**src/rtl/hex_display_scheduler_if.sv**
```systemverilog
// Host-side bundle for the hex display scheduler: update request, masks,
// visible segments and status.
interface hex_display_scheduler_if #(
    parameter int DIGITS = 4
);
    logic                  load;
    logic [4*DIGITS-1:0]   value;
    logic [DIGITS-1:0]     blank_mask;
    logic [DIGITS-1:0]     blink_mask;
    logic [7*DIGITS-1:0]   seg_out;
    logic                  busy;
    logic                  done;

    modport master (
        output load, value, blank_mask, blink_mask,
        input  seg_out, busy, done
    );

    modport slave (
        input  load, value, blank_mask, blink_mask,
        output seg_out, busy, done
    );
endinterface

```
**src/rtl/hex_display_scheduler.sv**
```systemverilog
// Time-shares one external hex-to-7-segment converter across DIGITS positions,
// captures into shadow registers and commits all digits at once, with blank/blink.
module hex_display_scheduler #(
    parameter int DIGITS    = 4,
    parameter int BLINK_DIV = 25_000_000
) (
    input  logic                    clk,
    input  logic                    rst_n,
    hex_display_scheduler_if.slave  bus,
    output logic [3:0]              conv_nibble,
    input  logic [6:0]              conv_seg
);

    localparam int IW = (DIGITS > 1) ? $clog2(DIGITS) : 1;
    localparam int CW = $clog2(BLINK_DIV);
    localparam logic [IW-1:0] LAST_IDX = IW'(DIGITS - 1);
    localparam logic [CW-1:0] CNT_LAST = CW'(BLINK_DIV - 1);

    typedef enum logic [1:0] {
        IDLE    = 2'd0,
        CAPTURE = 2'd1,
        COMMIT  = 2'd2
    } state_t;

    state_t              state;
    logic [IW-1:0]       idx;
    logic [3:0]          nib_q   [DIGITS];
    logic [6:0]          shadow  [DIGITS];
    logic [6:0]          visible [DIGITS];
    logic [DIGITS-1:0]   blank_pend;
    logic [DIGITS-1:0]   blink_pend;
    logic [DIGITS-1:0]   blank_act;
    logic [DIGITS-1:0]   blink_act;
    logic                busy_q;
    logic                done_q;
    logic [CW-1:0]       blink_cnt;
    logic                blink_phase;
    logic [7*DIGITS-1:0] seg_comb;

    // Nibble store is pure data; it is only read after a load has refilled it.
    always_ff @(posedge clk) begin
        if (state == IDLE && bus.load) begin
            for (int i = 0; i < DIGITS; i++) begin
                nib_q[i] <= bus.value[4*i +: 4];
            end
        end
    end

    always_ff @(posedge clk or negedge rst_n) begin
        if (!rst_n) begin
            state       <= IDLE;
            idx         <= '0;
            conv_nibble <= '0;
            busy_q      <= 1'b0;
            done_q      <= 1'b0;
            blank_pend  <= '0;
            blink_pend  <= '0;
            blank_act   <= '0;
            blink_act   <= '0;
            for (int i = 0; i < DIGITS; i++) begin
                shadow[i]  <= 7'h7F;
                visible[i] <= 7'h7F;
            end
        end else begin
            done_q <= 1'b0;
            case (state)
                IDLE: begin
                    if (bus.load) begin
                        blank_pend  <= bus.blank_mask;
                        blink_pend  <= bus.blink_mask;
                        idx         <= '0;
                        conv_nibble <= bus.value[3:0];
                        busy_q      <= 1'b1;
                        state       <= CAPTURE;
                    end
                end
                CAPTURE: begin
                    // conv_nibble was set one edge earlier, so conv_seg has settled.
                    shadow[idx] <= conv_seg;
                    if (idx == LAST_IDX) begin
                        state <= COMMIT;
                    end else begin
                        idx         <= idx + 1'b1;
                        conv_nibble <= nib_q[idx + 1'b1];
                    end
                end
                COMMIT: begin
                    for (int i = 0; i < DIGITS; i++) begin
                        visible[i] <= shadow[i];
                    end
                    blank_act <= blank_pend;
                    blink_act <= blink_pend;
                    done_q    <= 1'b1;
                    busy_q    <= 1'b0;
                    idx       <= '0;
                    state     <= IDLE;
                end
                default: begin
                    busy_q <= 1'b0;
                    state  <= IDLE;
                end
            endcase
        end
    end

    // Blink timer runs independently of updates.
    always_ff @(posedge clk or negedge rst_n) begin
        if (!rst_n) begin
            blink_cnt   <= '0;
            blink_phase <= 1'b0;
        end else if (blink_cnt == CNT_LAST) begin
            blink_cnt   <= '0;
            blink_phase <= ~blink_phase;
        end else begin
            blink_cnt <= blink_cnt + 1'b1;
        end
    end

    always_comb begin
        seg_comb = '0;
        for (int i = 0; i < DIGITS; i++) begin
            if (blank_act[i] || (blink_act[i] && blink_phase)) begin
                seg_comb[7*i +: 7] = 7'h7F;
            end else begin
                seg_comb[7*i +: 7] = visible[i];
            end
        end
    end

    assign bus.seg_out = seg_comb;
    assign bus.busy    = busy_q;
    assign bus.done    = done_q;

endmodule

```
**src/flat_wrapper.sv**
```systemverilog
// flat-port wrapper written by rule: the top's interface ports become plain ports
module hex_display_scheduler_flat 
#(
    parameter int DIGITS    = 4,
    parameter int BLINK_DIV = 25_000_000
)
  (clk, rst_n, conv_nibble, conv_seg, bus_load, bus_value, bus_blank_mask, bus_blink_mask, bus_seg_out, bus_busy, bus_done);
  hex_display_scheduler_if #(.DIGITS(DIGITS)) bus_i ();
  input  logic clk;
  input  logic rst_n;
  output logic [3:0] conv_nibble;
  input  logic [6:0] conv_seg;
  input wire logic [$bits(bus_i.load)-1:0] bus_load;
  input wire logic [$bits(bus_i.value)-1:0] bus_value;
  input wire logic [$bits(bus_i.blank_mask)-1:0] bus_blank_mask;
  input wire logic [$bits(bus_i.blink_mask)-1:0] bus_blink_mask;
  output wire logic [$bits(bus_i.seg_out)-1:0] bus_seg_out;
  output wire logic [$bits(bus_i.busy)-1:0] bus_busy;
  output wire logic [$bits(bus_i.done)-1:0] bus_done;
  assign bus_i.load = bus_load;
  assign bus_i.value = bus_value;
  assign bus_i.blank_mask = bus_blank_mask;
  assign bus_i.blink_mask = bus_blink_mask;
  assign bus_seg_out = bus_i.seg_out;
  assign bus_busy = bus_i.busy;
  assign bus_done = bus_i.done;
  hex_display_scheduler #(.DIGITS(DIGITS), .BLINK_DIV(BLINK_DIV)) u_core (.clk(clk), .rst_n(rst_n), .bus(bus_i), .conv_nibble(conv_nibble), .conv_seg(conv_seg));
endmodule
```
**config.mk**
```make
export PLATFORM = sky130hd
export DESIGN_NAME = hex_display_scheduler_flat
export DESIGN_NICKNAME = d
export VERILOG_FILES = /design/src/rtl/hex_display_scheduler_if.sv /design/src/rtl/hex_display_scheduler.sv /design/src/flat_wrapper.sv
export SDC_FILE = /design/constraint.sdc
export NUM_CORES = 1
export LEC_CHECK = 0
export CAP_MARGIN = 40
export CORE_ASPECT_RATIO = 1.2
export CORE_MARGIN = 2
export CORE_UTILIZATION = 40
export CTS_BUF_LIST = sky130_fd_sc_hd__clkbuf_16
export CTS_CLUSTER_DIAMETER = 40
export DETAILED_ROUTE_END_ITERATION = 6
export MAX_ROUTING_LAYER = met4
export SLEW_MARGIN = 10
export SYNTH_ARGS = -nofsm -noshare
export SYNTH_HDL_FRONTEND = slang
export SYNTH_SLANG_ARGS = --single-unit
```
**constraint.sdc**
```tcl
create_clock -name clk -period 2.1 [get_ports clk]
set_input_delay 0.21 -clock clk [delete_from_list [all_inputs] [get_ports clk]]
set_output_delay 0.21 -clock clk [all_outputs]
set_load 0.02 [all_outputs]
```
* Word-level counts from Yosys, hierarchy flattened
Memory sizes are Yosys's and may differ from the RTL's. Index checks and enable logic that the tools add are counted.
Cells by class: add/sub/neg operators 2, magnitude comparators 2, eq/ne operators 7, mux-type cells 22, bitwise gates (word level) 3, reductions and logical operators 18
Operators by type and width (count):
- two-way mux 7 bit | 5
- bitwise mux 28 bit | 1
- adder 25 x 1 -> 25 bit, second input constant | 1
- equality test 25 bit, second input constant | 1
- two-way mux 25 bit | 1
- demux 7 bit (select 2 bit) | 1
- two-way mux 2 bit | 4
- two-way mux 4 bit | 2
- one-hot mux 4 bit (2 select lines) | 1
- logical AND 1 bit | 6
- one-hot mux 2 bit (3 select lines) | 1
- AND reduction 2 bit | 3
- AND reduction 3 bit | 2
- equality test 2 bit, second input constant | 2
- logical OR 1 bit | 4
- two-way mux 1 bit | 4
- inequality test 2 bit, second input constant | 2
- one-hot mux 2 bit (2 select lines) | 1
- >= comparator 3 bit, second input constant | 1
- < comparator 3 x 1 -> 1 bit, second input constant | 1
- NOT 2 -> 3 bit | 1
- nonzero test 3 bit | 1
- adder 2 x 1 -> 2 bit, second input constant | 1
- equality test 2 x 1 -> 1 bit, second input constant | 1
- other kinds (5) | 6
Word-level totals: register bits after elaboration 108, memory bits (writable) 16, bits of input ports 34, output and inout bits 34, logic and storage cells 74, memories 1
Memories:
- u_core.nib_q | depth 4, bits a word 4, read ports 1, clocked after memory_dff 0, write ports 4, line hex_display_scheduler.sv:27 | logic [3:0] nib_q [DIGITS];

* Depth between registers and ports, before layout
Gate-level depths: netlist (run 1).
depth after elaboration 6, depth in mapped cells 7, depth with buffers taken out 5

* Worst setup path before layout (run 1)
Ideal clock, no wire load.
kind reg2reg, start reg u_core.state[0], end reg u_core.blank_pend[0], setup time 0.125 ns, arrival 1.899 ns, data required time 1.975 ns, setup slack 0.076 ns, stages on the path, launching flop included 5, path buffers 2, clock period less this slack 2.024 ns, path through dfrtp_1 > clkbuf_1 > nor3b_1 > clkbuf_1 > mux2_2
On the way: word-level cells in the longest chain between the ends 2
Ends and longest elaborated chain:
- start: declaration | line hex_display_scheduler.sv:25 | state_t state;
- start signal: assignment | line hex_display_scheduler.sv:51 | state <= IDLE;
- start signal: assignment | line hex_display_scheduler.sv:74 | state <= CAPTURE;
- start signal: assignment | line hex_display_scheduler.sv:81 | state <= COMMIT;
- logical NOT 2 bit | line hex_display_scheduler.sv:66 | case (state)
- AND reduction 2 bit (no source line)
- end signal: assignment | line hex_display_scheduler.sv:69 | blank_pend <= bus.blank_mask;
- end: declaration | line hex_display_scheduler.sv:30 | logic [DIGITS-1:0] blank_pend;
Every way passes these cells. A chain may end at the register's enable or synchronous reset.

* Worst setup path after layout (run 1)
start reg u_core.blink_phase, end out bus_seg_out[2]
On the way: word-level cells in the longest chain between the ends 3
Ends and longest elaborated chain:
- start: declaration | line hex_display_scheduler.sv:37 | logic blink_phase;
- start signal: assignment | line hex_display_scheduler.sv:113 | blink_phase <= ~blink_phase;
- logical AND 1 bit | line hex_display_scheduler.sv:122 | if (blank_act[i] || (blink_act[i] && blink_phase)) begin
- logical OR 1 bit | line hex_display_scheduler.sv:122
- two-way mux 7 bit | line hex_display_scheduler.sv:122
- end: declaration | line flat_wrapper.sv:17 | output wire logic [$bits(bus_i.seg_out)-1:0] bus_seg_out;
Every way passes these cells.

==> out/metrics.csv, run 1 <==
metric,value,unit
finalCritPeriodShare,0.958,
num_vias,3226,
io-pin-count,68,
placed_cell_area,6220,um^2
drive_gt1_frac,0.390,
rsz0062_at_grt,false,
synth_edf_count,16,
port_buffers,67,
final.setup.tns,0,ns
num_rows,45,
p_per_area,1500,nW/um^2
synthArstFlopShare,0.871,
clk_path_buf_depth,2,
yosys_warnings,0,
final_area,6830,um^2
grt_first_pass_wirelength,17.5,mm
synth_fp_nets,420,
cp-startpoint,u_core.blink_phase,
worst_pin_slew,0.608,ns
yosysTopAreaCellShare,0.279,
synthCells,381,
min_from,bus_value[14],
switching_share,0.289,
cpPeakStageDelay,0.54,ns
post-route-drc-count,0,
grt_start_max_net_pins,47,
clock_latency,0.41,ns
slowest_stage,clkdlybuf4s50_1,
internal_power,7260,uW
syn_area_per_cell,13.8,um^2
seqPwrFrac,0.397,
final_util,0.534,
layout_min_cycle_time,2.01,ns
cpLargestDelayFamily,buffers and inverters,
synthTopCellsByArea,"dfstp_2, dfrtp_1, mux2_2",
p_comb_frac,0.324,
cts_tree,built,
startpoint_type,register,
ys.flop_type,dfstp_2,
grt_pass1_vias,3495,
outcome,"complete, no violations",
drv_slew,0,
netlist_area,5270,um^2
end_kind,output port,
worstSetupPathType,reg2out,
netlist-cell-type-count,45,
cts_buffers,17,
maxCapViolCount,0,
power_leakage,0.00287,uW
dieArea,14100,um^2
dpl.hpwl,7.29,mm
cts-root-buf,clkbuf_16,
path_cells,"a21oi_1, buf_4, nand2b_1, clkdlybuf4s50_1",
ys_ff_latch,124,
hp-class,in2reg,
ir_worst_vdd,0.000613,V
clockPowerShare,0.279,
hold_viol_final,0,
coreArea,12800,um^2
htreeDepth,4,
wirelength,10.5,mm
cp.required,1.89,ns
fillCellCount,1099,
cts.reportedPaths.clkPinSlew,0.06,ns
slew_headroom,0.595,
drt_pre_antenna_iters,4,
cp.arrival,1.80,ns
finClkSkew,0.00559,ns
place_congestion,0.811,
area_growth,29.5,%
synth_seq_area_share,0.617,
antenna_cells,0,
vias_per_cell,4.99,
cts_sinks,124,
start_util,0.413,
synth_top_area_cell,dfstp_2,
nNetsFinal,508,
wl_per_cell,16.2,um
maxClockFrequency,497,MHz
dieWidth,109,um
antenna_found_initial,0,
worst-path-buf-inv,2,
finalSetupViolCount,0,
critPathMaxFanout,7,
grt_use_total,0.172,
switchingPower,2960,uW
die_y,130,um
overflow,0,
drtIter0Drc,141,
antenna_left,0,
r2r-start,u_core.blink_cnt[0],
==> flip-flops by register name, summed over array words and instances, names as in the netlist, 2 cells and up <==
name and cells:
u_core.blank_act 4, u_core.blank_pend 4, u_core.blink_act 4, u_core.blink_cnt 25, u_core.blink_pend 4, u_core.conv_nibble 4
u_core.idx 2, u_core.nib_q 16, u_core.shadow 28, u_core.state 2, u_core.visible 28
==> cell usage after synthesis (6+ instances only) <==
master,instances
inv_1,7
a21oi_1,11
nand2b_1,29
dfstp_2,56
nand3_1,7
mux2_2,72
buf_2,6
xor2_1,10
dfrtp_1,52
o31ai_1,6
edfxtp_1,16
clkbuf_1,6
nor2_1,14
nand2_1,26
==> per-stage QoR <==
| step | setup WS [ns] | hold WS [ns] | power, uW | instances |
|---|---|---|---|---|
| floorplan | 0.0764 | -0.0856 | 6130 | 381 |
| global placement | 0.255 | 0.268 | 7470 | 613 |
| detailed placement | 0.216 | 0.273 | 7560 | 613 |
| CTS | 0.0263 | 0.341 | 10400 | 646 |
| global route | 0.00707 | 0.334 | 10800 | 646 |
| finish | 0.0881 | 0.360 | 10200 | 646 |
==> cell type report <==
| cell class | count | area [um^2] | share of cell area |
|---|---|---|---|
| clock buffers | 17 | 425 | 0.0623 |
| multi-input cells | 237 | 1940 | 0.284 |
| clock inverters | 15 | 156 | 0.0229 |
| well taps | 164 | 205 | 0.0300 |
| inverters | 7 | 26.3 | 0.00385 |
| repair buffers | 82 | 822 | 0.120 |
| flip-flops and latches | 124 | 3250 | 0.477 |
==> worst paths after layout <==
check	endpoint	slack [ns]	cells after the start
worst min-delay path	u_core.nib_q[3][2]	0.36	1
max in group asynchronous	u_core.visible[17]	1.00	3
worst min register to register	u_core.bus.busy	0.49	1
worst max-delay path	bus_seg_out[2]	0.09	4
min in group asynchronous	u_core.state[1]	0.38	2
worst max register to register	u_core.blink_phase	0.17	6
==> cell families (layout without fill, tap and decap cells) <==
logic type / after synthesis / in the layout / share of synthesized area
flip-flops: 124 / 124 / 0.617
AO/OA/AOI/OAI: 31 / 31 / 0.0368
XOR/XNOR: 15 / 15 / 0.0249
multiplexers: 76 / 76 / 0.171
adder cells (fa/ha/maj): 5 / 5 / 0.0119
AND/OR/NAND/NOR: 110 / 110 / 0.122
buffers and inverters: 20 / 121 / 0.0171
==> worst register-to-register path, cell delays in order, from the launching register on <==
cell and delay [ns]:
dfrtp_1 0.39, ha_1 0.19, and3_1 0.27, nand3_1 0.20, nor4_4 0.41, buf_4 0.22
xor2_1 0.17
==> timing repair <==
action,CTS,global route
buffers inserted,0,0
endpoints found under the hold margin,9,0
cloned,0,0
gates resized for setup,8,9
endpoints found under the setup margin,8,9
hold buffers,1,0
==> placed cells by master (no fill, tap or decap), types with 3 or more instances in the layout <==
cell	count
clkinv_2	4
dfrtp_1	51
nand3_1	7
dlymetal6s2s_1	9
edfxtp_1	16
mux4_2	4
xnor2_1	5
clkbuf_16	17
dfstp_2	56
a31oi_1	4
a21oi_1	11
clkdlybuf4s50_1	50
and3_1	4
or4_1	5
nand2b_1	29
ha_1	5
buf_4	13
dlygate4sd2_1	7
o31ai_1	6
bufinv_16	3
inv_1	8
clkinvlp_4	3
nand2_1	26
mux2_2	72
nor2_1	14
clkinv_1	3
nand4_1	5
xor2_1	10
o21ai_0	4
==> power groups by stage <==
stage,logic (uW),clock network (uW),registers [uW]
floorplan,2130,0,4000
global placement,3400,0,4060
detailed placement,3460,0,4100
CTS,3410,2920,4070
global route,3620,3050,4180
finish,3310,2850,4060
==> per-layer routing <==
layer  GRT usage  wire length (um)  vias up
met5           -                 0        -
met4      0.0633               126        0
met3      0.0519               334       10
met2       0.284              5570       46
met1       0.197              4430     1636
li1            -                 -     1534
(Power assumes the default switching activity.)
==> run 2: changes to the inputs <==
--- a/config.mk
+++ b/config.mk
@@ -12,7 +12,9 @@
 export CTS_BUF_LIST = sky130_fd_sc_hd__clkbuf_16
 export CTS_CLUSTER_DIAMETER = 40
 export DETAILED_ROUTE_END_ITERATION = 6
+export GPL_ROUTABILITY_DRIVEN = 0
 export MAX_ROUTING_LAYER = met4
+export SETUP_SLACK_MARGIN = 0.5
 export SLEW_MARGIN = 10
 export SYNTH_ARGS = -nofsm -noshare
 export SYNTH_HDL_FRONTEND = slang
==> run 2 against run 1 <==
  * Clock power decreased by 8.1%
  * Largest cell class unchanged
  * Critical endpoint is now u_core.blink_cnt[5]
  * Largest power group unchanged
  * Sequential share of layout area decreased by 2.8 points
  * Utilization increased by 3.5 points
  * First-iteration DRC count decreased by 13%
  * Worst setup slack improved by 0.33 ns
==> out/metrics.csv, run 2 (synthesis gave the netlist of run 1 again) <==
metric,value,unit
outcome,"complete, no violations",
cts_buffers,17,
clk_path_buf_depth,2,
final_util,0.569,
fin_ws,0.415,ns
maxCapViolCount,0,
drt_pre_antenna_iters,4,
cts_tree,built,
vias_per_cell,5.07,
end_kind,register,
ir_worst_vdd,0.000750,V
cp.arrival,1.97,ns
nNetsFinal,530,
startpoint_type,register,
final.setup.tns,0,ns
switchingPower,3070,uW
timing.hold.ws,0.353,ns
finalSetupViolCount,0,
final_area,7270,um^2
dieArea,14100,um^2
overflow,0,
grt_pass1_vias,3599,
finClkSkew,0.00739,ns
slew_headroom,0.729,
antenna_cells,0,
hold_viol_final,0,
preCtsSetupSlack,0.336,ns
reg.largest.list,"u_core.shadow x28, u_core.visible x28, u_core.blink_cnt x25",
power_leakage,0.00307,uW
clock_latency,0.41,ns
worstSetupPathType,reg2reg,
drv_slew,0,
r2r-start,u_core.blink_cnt[1],
p_comb_frac,0.355,
seqPwrFrac,0.393,
switching_share,0.295,
num_rows,45,
die_y,130,um
finalCritPeriodShare,0.802,
io-pin-count,68,
p_per_area,1430,nW/um^2
wirelength,11.2,mm
num_vias,3387,
internal_power,7340,uW
hp-class,in2reg,
antenna_found_initial,0,
placed_cell_area,6240,um^2
cts-root-buf,clkbuf_16,
drive_gt1_frac,0.562,
antenna_left,0,
drtIter0Drc,122,
cts.reportedPaths.clkPinSlew,0.05,ns
post-route-drc-count,0,
port_buffers,67,
coreArea,12800,um^2
critPathMaxFanout,5,
grt_use_total,0.178,
cts_sinks,124,
final_common_cell,mux2_2,
min_from,bus_value[15],
start_util,0.413,
layout.cells.most_common_list,"mux2_2, dfstp_2, dfrtp_1",
area_growth,37.9,%
worst_pin_slew,0.406,ns
wl_per_cell,16.8,um
layout_min_cycle_time,1.68,ns
clockPowerShare,0.251,
dpl.hpwl,7.39,mm
rsz0062_at_grt,true,
grt_start_max_net_pins,61,
maxClockFrequency,594,MHz
dieWidth,109,um
cp.required,2.38,ns
grt_first_pass_wirelength,18.1,mm
htreeDepth,4,
cp-startpoint,u_core.blink_cnt[1],
[run 2: cell count changes in the layout (fill, tap and decap cells not counted), moves of 12 or more]
cell / before / now
buf_4: 13 / 27
buf_6: 0 / 31
clkdlybuf4s50_1: 50 / 33
nand2b_1: 29 / 17
nand2b_4: 0 / 12
[run 2: critical path, stage by stage (launching register included)]
cell and delay (ns):
dfrtp_1 0.41, ha_4 0.16, and3_4 0.22, nand3_4 0.10
nor4_4 0.37, buf_6 0.21, o221ai_2 0.09
[run 2: path summary, 6_finish.rpt]
path / to / slack (ns) / depth (start not counted)
max: u_core.blink_cnt[5] / 0.42 / 6
max in group asynchronous: u_core.shadow[15] / 1.16 / 3
min reg2reg: u_core.bus.busy / 0.48 / 1
min: u_core.nib_q[3][3] / 0.35 / 1
min in group asynchronous: u_core.visible[10] / 0.53 / 2
max reg2reg: u_core.blink_cnt[5] / 0.42 / 6
[run 2: final cells by class]
| type | count | area [um^2] |
|---|---|---|
| well taps | 164 | 205 |
| flip-flops and latches | 124 | 3260 |
| multi-input cells | 237 | 2190 |
| clock buffers | 18 | 450 |
| repair buffers | 104 | 1050 |
| fillers | 1077 | 5510 |
| inverters | 7 | 26.3 |
| clock inverters | 14 | 86.3 |
[run 2: repair_timing]
action | 4_1_cts | 5_1_grt
resized for setup | 175 | 54
pin swaps | 7 | 12
endpoints found under the setup margin | 70 | 112
setup buffers | 19 | 5
hold endpoints to repair | 25 | 0
hold buffers | 1 | 0
cloned | 1 | 0
[run 2: power groups by stage]
stage / clock network, uW / logic (uW) / registers [uW]
after floorplan: 0 / 2130 / 4000
after global placement: 0 / 3350 / 4100
after detailed placement: 0 / 3430 / 4140
after CTS: 2690 / 3520 / 4090
after global routing: 2800 / 3990 / 4220
final: 2620 / 3700 / 4090
[run 2: metrics by stage]
stage,power [uW],instances
detailed placement,7570,610
global route,11000,668
floorplan,6130,381
CTS,10300,663
finish,10400,668
global placement,7450,610
[run 2: metal layers]
metal,track usage,wire length [um]
met4,0.0784,216
met1,0.196,4500
met2,0.298,6080
met5,-,0
met3,0.0529,435
==> run 3: changes to the inputs <==
==> constraint.sdc (replaced) <==
create_clock -name clk -period 1.7 [get_ports clk]
set_input_delay 0.17 -clock clk [delete_from_list [all_inputs] [get_ports clk]]
set_output_delay 0.17 -clock clk [all_outputs]
set_load 0.02 [all_outputs]
==> run 3 against run 2 <==
  * Utilization rose by 11 points
  * Worst hold slack got worse by 0.19 ns
  * Largest power group is now combinational cells
  * Highest routed layer unchanged
  * Non-clock buffer count rose by 58
  * Die area did not move
  * Count of clock-buffer cells in the layout fell by 1
  * Critical path type unchanged
  * Worst setup slack got worse by 0.35 ns
  * Routed wire length rose by 20%
  * Critical path depth rose by 1
  * Register-to-register slack got worse by 0.35 ns
  * Cell count rose by 9.0%
  * Global-route usage rose by 3.0 points
==> out/metrics.csv, run 3 (synthesis gave the netlist of run 1 again) <==
metric,value,unit
drive_gt1_frac,0.674,
finClkSkew,0.00646,ns
finalCritPeriodShare,0.963,
ir_worst_vdd,0.00106,V
htreeDepth,4,
ff2ff_path_depth,7,
drv_slew,0,
hp-class,in2async,
coreArea,12800,um^2
wl_per_cell,18.5,um
r2r_slack,0.06,ns
post-route-drc-count,0,
antenna_cells,0,
maxClockFrequency,611,MHz
total_power,15400,uW
io-pin-count,68,
cts.reportedPaths.clkPinSlew,0.05,ns
drtIter0Drc,139,
r2r_end,u_core.blink_cnt[3],
start_util,0.413,
area_growth,63.5,%
grt_pass1_vias,3916,
clk_path_buf_depth,2,
p_per_area,1790,nW/um^2
nNetsFinal,590,
drt_pre_antenna_iters,4,
cp.required,2.00,ns
final_common_cell,mux2_4,
antenna_found_initial,0,
wirelength,13.4,mm
critical_path.endpoint,u_core.blink_cnt[3],
end_kind,register,
final.setup.tns,0,ns
overflow,0,
vias_per_cell,5.13,
r2r-start,u_core.blink_cnt[0],
clock_latency,0.41,ns
hold_viol_final,0,
cts_tree,built,
dpl.hpwl,7.36,mm
slew_headroom,0.783,
layout.cells.most_common_list,"mux2_4, dfstp_2, buf_6",
worst_pin_slew,0.323,ns
antenna_left,0,
grt_use_total,0.208,
port_buffers,67,
worstSetupPathType,reg2reg,
dieArea,14100,um^2
maxCapViolCount,0,
cp-startpoint,u_core.blink_cnt[0],
critPathMaxFanout,5,
cts_sinks,124,
grt_start_max_net_pins,57,
cts-root-buf,clkbuf_16,
cp.arrival,1.94,ns
num_rows,45,
layout_min_cycle_time,1.64,ns
outcome,"complete, no violations",
num_vias,3734,
fillCellCount,878,
grt_first_pass_wirelength,20.9,mm
rsz0062_at_grt,true,
startpoint_type,register,
finalSetupViolCount,0,
cts_buffers,17,
power_leakage,0.00379,uW
dieWidth,109,um
die_y,130,um
reg.largest.list,"u_core.shadow x28, u_core.visible x28, u_core.blink_cnt x25",
run 3: how the worst min path moves through the flow:
stage | startpoint | to | slack [ns] | cells past startpoint
after CTS | rst_n | u_core.bus.done | 0.15 | 2
after global routing | rst_n | u_core.bus.done | 0.16 | 2
after global placement | rst_n | u_core.bus.done | 0.04 | 1
final | rst_n | u_core.bus.done | 0.16 | 2
after floorplan | rst_n | u_core.blank_act[0] | -0.13 | 0
after detailed placement | rst_n | u_core.bus.done | 0.04 | 1
run 3: repair_timing:
action	4_1_cts	5_1_grt
pin swaps	31	17
setup buffers	49	13
gates resized for setup	246	57
hold buffers	1	0
cloned	12	0
hold endpoints to repair	63	0
setup endpoints to repair	154	150
run 3: routing by layer:
metal | wire [um] | GRT usage
met1 | 5550 | 0.248
met2 | 7040 | 0.345
met3 | 565 | 0.0539
met4 | 296 | 0.0656
met5 | 0 | -
run 3: layout make-up:
| class | instances | area, um^2 | area share |
|---|---|---|---|
| Inverter | 7 | 31.3 | 0.00363 |
| Multi-Input combinational cell | 239 | 2730 | 0.317 |
| Clock inverter | 15 | 141 | 0.0164 |
| Tap cell | 164 | 205 | 0.0238 |
| Sequential cell | 124 | 3260 | 0.378 |
| Clock buffer | 17 | 425 | 0.0494 |
| Timing Repair Buffer | 162 | 1820 | 0.212 |
run 3: worst max-delay path: stages (launching register included):
cell     delay [ns]
dfrtp_1        0.36
ha_2           0.19
and3_4         0.23
nand3_4        0.09
nor4_4         0.32
buf_4          0.18
buf_6          0.13
nor2_2         0.04
run 3: metrics by stage:
step	instance area (um^2)	instances	hold WS [ns]	worst slack (ns)	utilization
floorplan	5820	381	-0.126	0.0764	-
global placement	6740	621	0.0381	0.0885	0.527
detailed placement	6740	621	0.0410	0.0490	0.527
CTS	8250	715	0.154	0.101	0.645
global route	8620	728	0.157	-0.0126	0.674
finish	8620	728	0.161	0.0623	0.674
run 3: where the power goes:
| group | total (uW) | switching (uW) | internal [uW] | leakage (uW) |
|---|---|---|---|---|
| Sequential | 5180 | 632 | 4550 | 0.00139 |
| Combinational | 6730 | 2710 | 4020 | 0.00211 |
| Clock | 3490 | 1240 | 2250 | 0.000289 |
| Total | 15400 | 4590 | 10800 | 0.00379 |
==> variant: new RTL, settings of run 3 <==
`DIGITS` is set to 4 in 3 places; all go to 8.
--- a/src/rtl/hex_display_scheduler_if.sv
+++ b/src/rtl/hex_display_scheduler_if.sv
@@ -1,7 +1,7 @@
 // Host-side bundle for the hex display scheduler: update request, masks,
 // visible segments and status.
 interface hex_display_scheduler_if #(
-    parameter int DIGITS = 4
+    parameter int DIGITS = 8
 );
     logic                  load;
     logic [4*DIGITS-1:0]   value;
--- a/src/rtl/hex_display_scheduler.sv
+++ b/src/rtl/hex_display_scheduler.sv
@@ -1,7 +1,7 @@
 // Time-shares one external hex-to-7-segment converter across DIGITS positions,
 // captures into shadow registers and commits all digits at once, with blank/blink.
 module hex_display_scheduler #(
-    parameter int DIGITS    = 4,
+    parameter int DIGITS    = 8,
     parameter int BLINK_DIV = 25_000_000
 ) (
     input  logic                    clk,
--- a/src/flat_wrapper.sv
+++ b/src/flat_wrapper.sv
@@ -1,7 +1,7 @@
 // flat-port wrapper written by rule: the top's interface ports become plain ports
 module hex_display_scheduler_flat 
 #(
-    parameter int DIGITS    = 4,
+    parameter int DIGITS    = 8,
     parameter int BLINK_DIV = 25_000_000
 )
   (clk, rst_n, conv_nibble, conv_seg, bus_load, bus_value, bus_blank_mask, bus_blink_mask, bus_seg_out, bus_busy, bus_done);
Ports: changed (resized bus_blank_mask, bus_blink_mask, bus_seg_out and bus_value); port bits go from 68 to 120. The function was not compared with the original's and may differ.
==> variant against run 3 <==
Fmax is 16% lower. Design area is 72% higher. Setup slack worse by 0.31 ns. First-iteration DRC count is 93% higher. Global-route usage is 0.40 points lower. Area after synthesis is 68% higher. Sequential cell count is 89 higher. Core utilization is 0.91 points higher. Non-clock buffer count is 102 higher. Routed wire length is 76% higher. Count of clock-buffer cells in the layout is 15 higher. Hold slack better by 0.032 ns. Largest cell class unchanged. Power is 81% higher. The run now ends with negative setup slack left. Critical path type is now reg2out.
==> variant: results (changes against run 3) <==
| Metric | Value |
|---|---|
| Non-Filler Instances | `1188 (+63%)` |
| Critical R2R Capture | `u_core.blink_phase$_DFFE_PN0N_` |
| Fillers | `1450 (+65%)` |
| Multi-input gate share of total cell area | `31.2% (-0.46 points)` |
| Clock power share | `21.1% (-1.6 points)` |
| Port buffer count | `119 (+78%)` |
| P_leak | `6.34 nW (+67%)` |
| Cell count after placement | `1031 (+66%)` |
| Status | `finished with violations` |
| Async S/R FF share, synth | `85.0% (-2.1 points)` |
| Pre-CTS WS | `-0.219 ns (-0.268 ns)` |
| Synth top area cells | `dfstp_2 33%, dfrtp_1 19%, mux2_2 18%, edfxtp_1 11%, nand2b_1 4.2%` |
| Cell area after layout | `14800 um2 (+72%)` |
| Avg Vias per Cell | `5.06 (-1.4%)` |
| ClkCell Share | `6.49% (-0.089 points)` |
| Total track usage | `20.4% (-0.40 points)` |
| Max clock buf depth | `3 (+1)` |
| Nets | `954 (+62%)` |
| # Post-CTS Setup Buffers | `60 (+22%)` |
| Clock group | `5.88 mW (+68%)` |
| FF+latch count | `213 (+72%)` |
| Rel. slew slack | `61.2% (-17 points)` |
| NonClk Buf Share | `21.9% (+0.69 points)` |
| Register area | `5650 um2 (+73%)` |
| Fin Clk Skew | `0.0174 ns (+0.0110 ns)` |
| Net Sw Power | `8.54 mW (+86%)` |
| Setup violators final | `97 (+97)` |
| Final wirelength | `23700 um (+76%)` |
| Crit Path Max Fanout | `7 (+2)` |
| WP data required | `1.53 ns (-0.47 ns)` |
| EDFF count, synth | `32 (+16)` |
| Crit path from | `u_core.blink_phase$_DFFE_PN0N_` |
| First-pass GRT wire length | `36800 um (+76%)` |
| Num CTS Buffers | `29 (+12)` |
| Reg2Reg Launch Point | `u_core.blink_cnt[15]$_DFF_PN0_` |
| Setup TNS Final | `-12.56 ns (-12.56 ns)` |
| Crit-path leading delay family | `flip-flops` |
| Initial DRC Count | `268 (+93%)` |
| Failing checks | `negative setup slack` |
| Worst path slowest cell | `dfrtp_4` |
| Hold WC Path Type | `in2reg` |
| Seq pwr share | `33.3% (-0.3 points)` |
| Largest stage delay on the critical path | `0.56 ns (+0.20 ns)` |
| H-tree levels | `1 (-3)` |
| Final worst slack | `-0.246 ns (-0.308 ns)` |
| Count of cell types in the netlist | `34 (-24%)` |
| Sequential fraction of the synthesis area | `63.6% (+1.9 points)` |
| VDD IR max | `1.44 mV (+36%)` |
| Largest registers | `u_core.shadow (56), u_core.visible (56), u_core.nib_q (32)` |
| Vias in the first global route | `6572 (+68%)` |
| Top cells by count, synth | `144 x mux2_2, 112 x dfstp_2, 69 x dfrtp_1, 59 x nand2b_1, 32 x edfxtp_1` |
| HPWL after detailed placement | `13500 um (+84%)` |
variant: changes by cell type after synthesis, moves of 5 or more:
cell,change
mux2i_1,+17
clkbuf_1,+12
xnor2_1,+5
dfstp_2,+56
mux2_2,+72
a21oi_1,+5
nand2b_1,+30
nand3_1,+11
a22oi_1,+6
dfrtp_1,+17
edfxtp_1,+16
nor2_1,+10
variant: layer usage:
layer | global-route usage (%) | wire length [um]
met1 | 25.4 | 9820
met2 | 34.9 | 12400
met3 | 3.11 | 928
met4 | 5.30 | 495
met5 | - | 0
variant: cell families (layout without fill, tap and decap cells):
logic type / after synthesis / after routing / synth area share [%]
compound gates: 36 / 36 / 2.43
mux: 161 / 161 / 20.2
simple gates: 164 / 164 / 10.5
buf+inv: 24 / 319 / 1.06
xor+xnor: 18 / 18 / 1.78
flops: 213 / 213 / 63.6
fa+ha+maj: 3 / 3 / 0.424
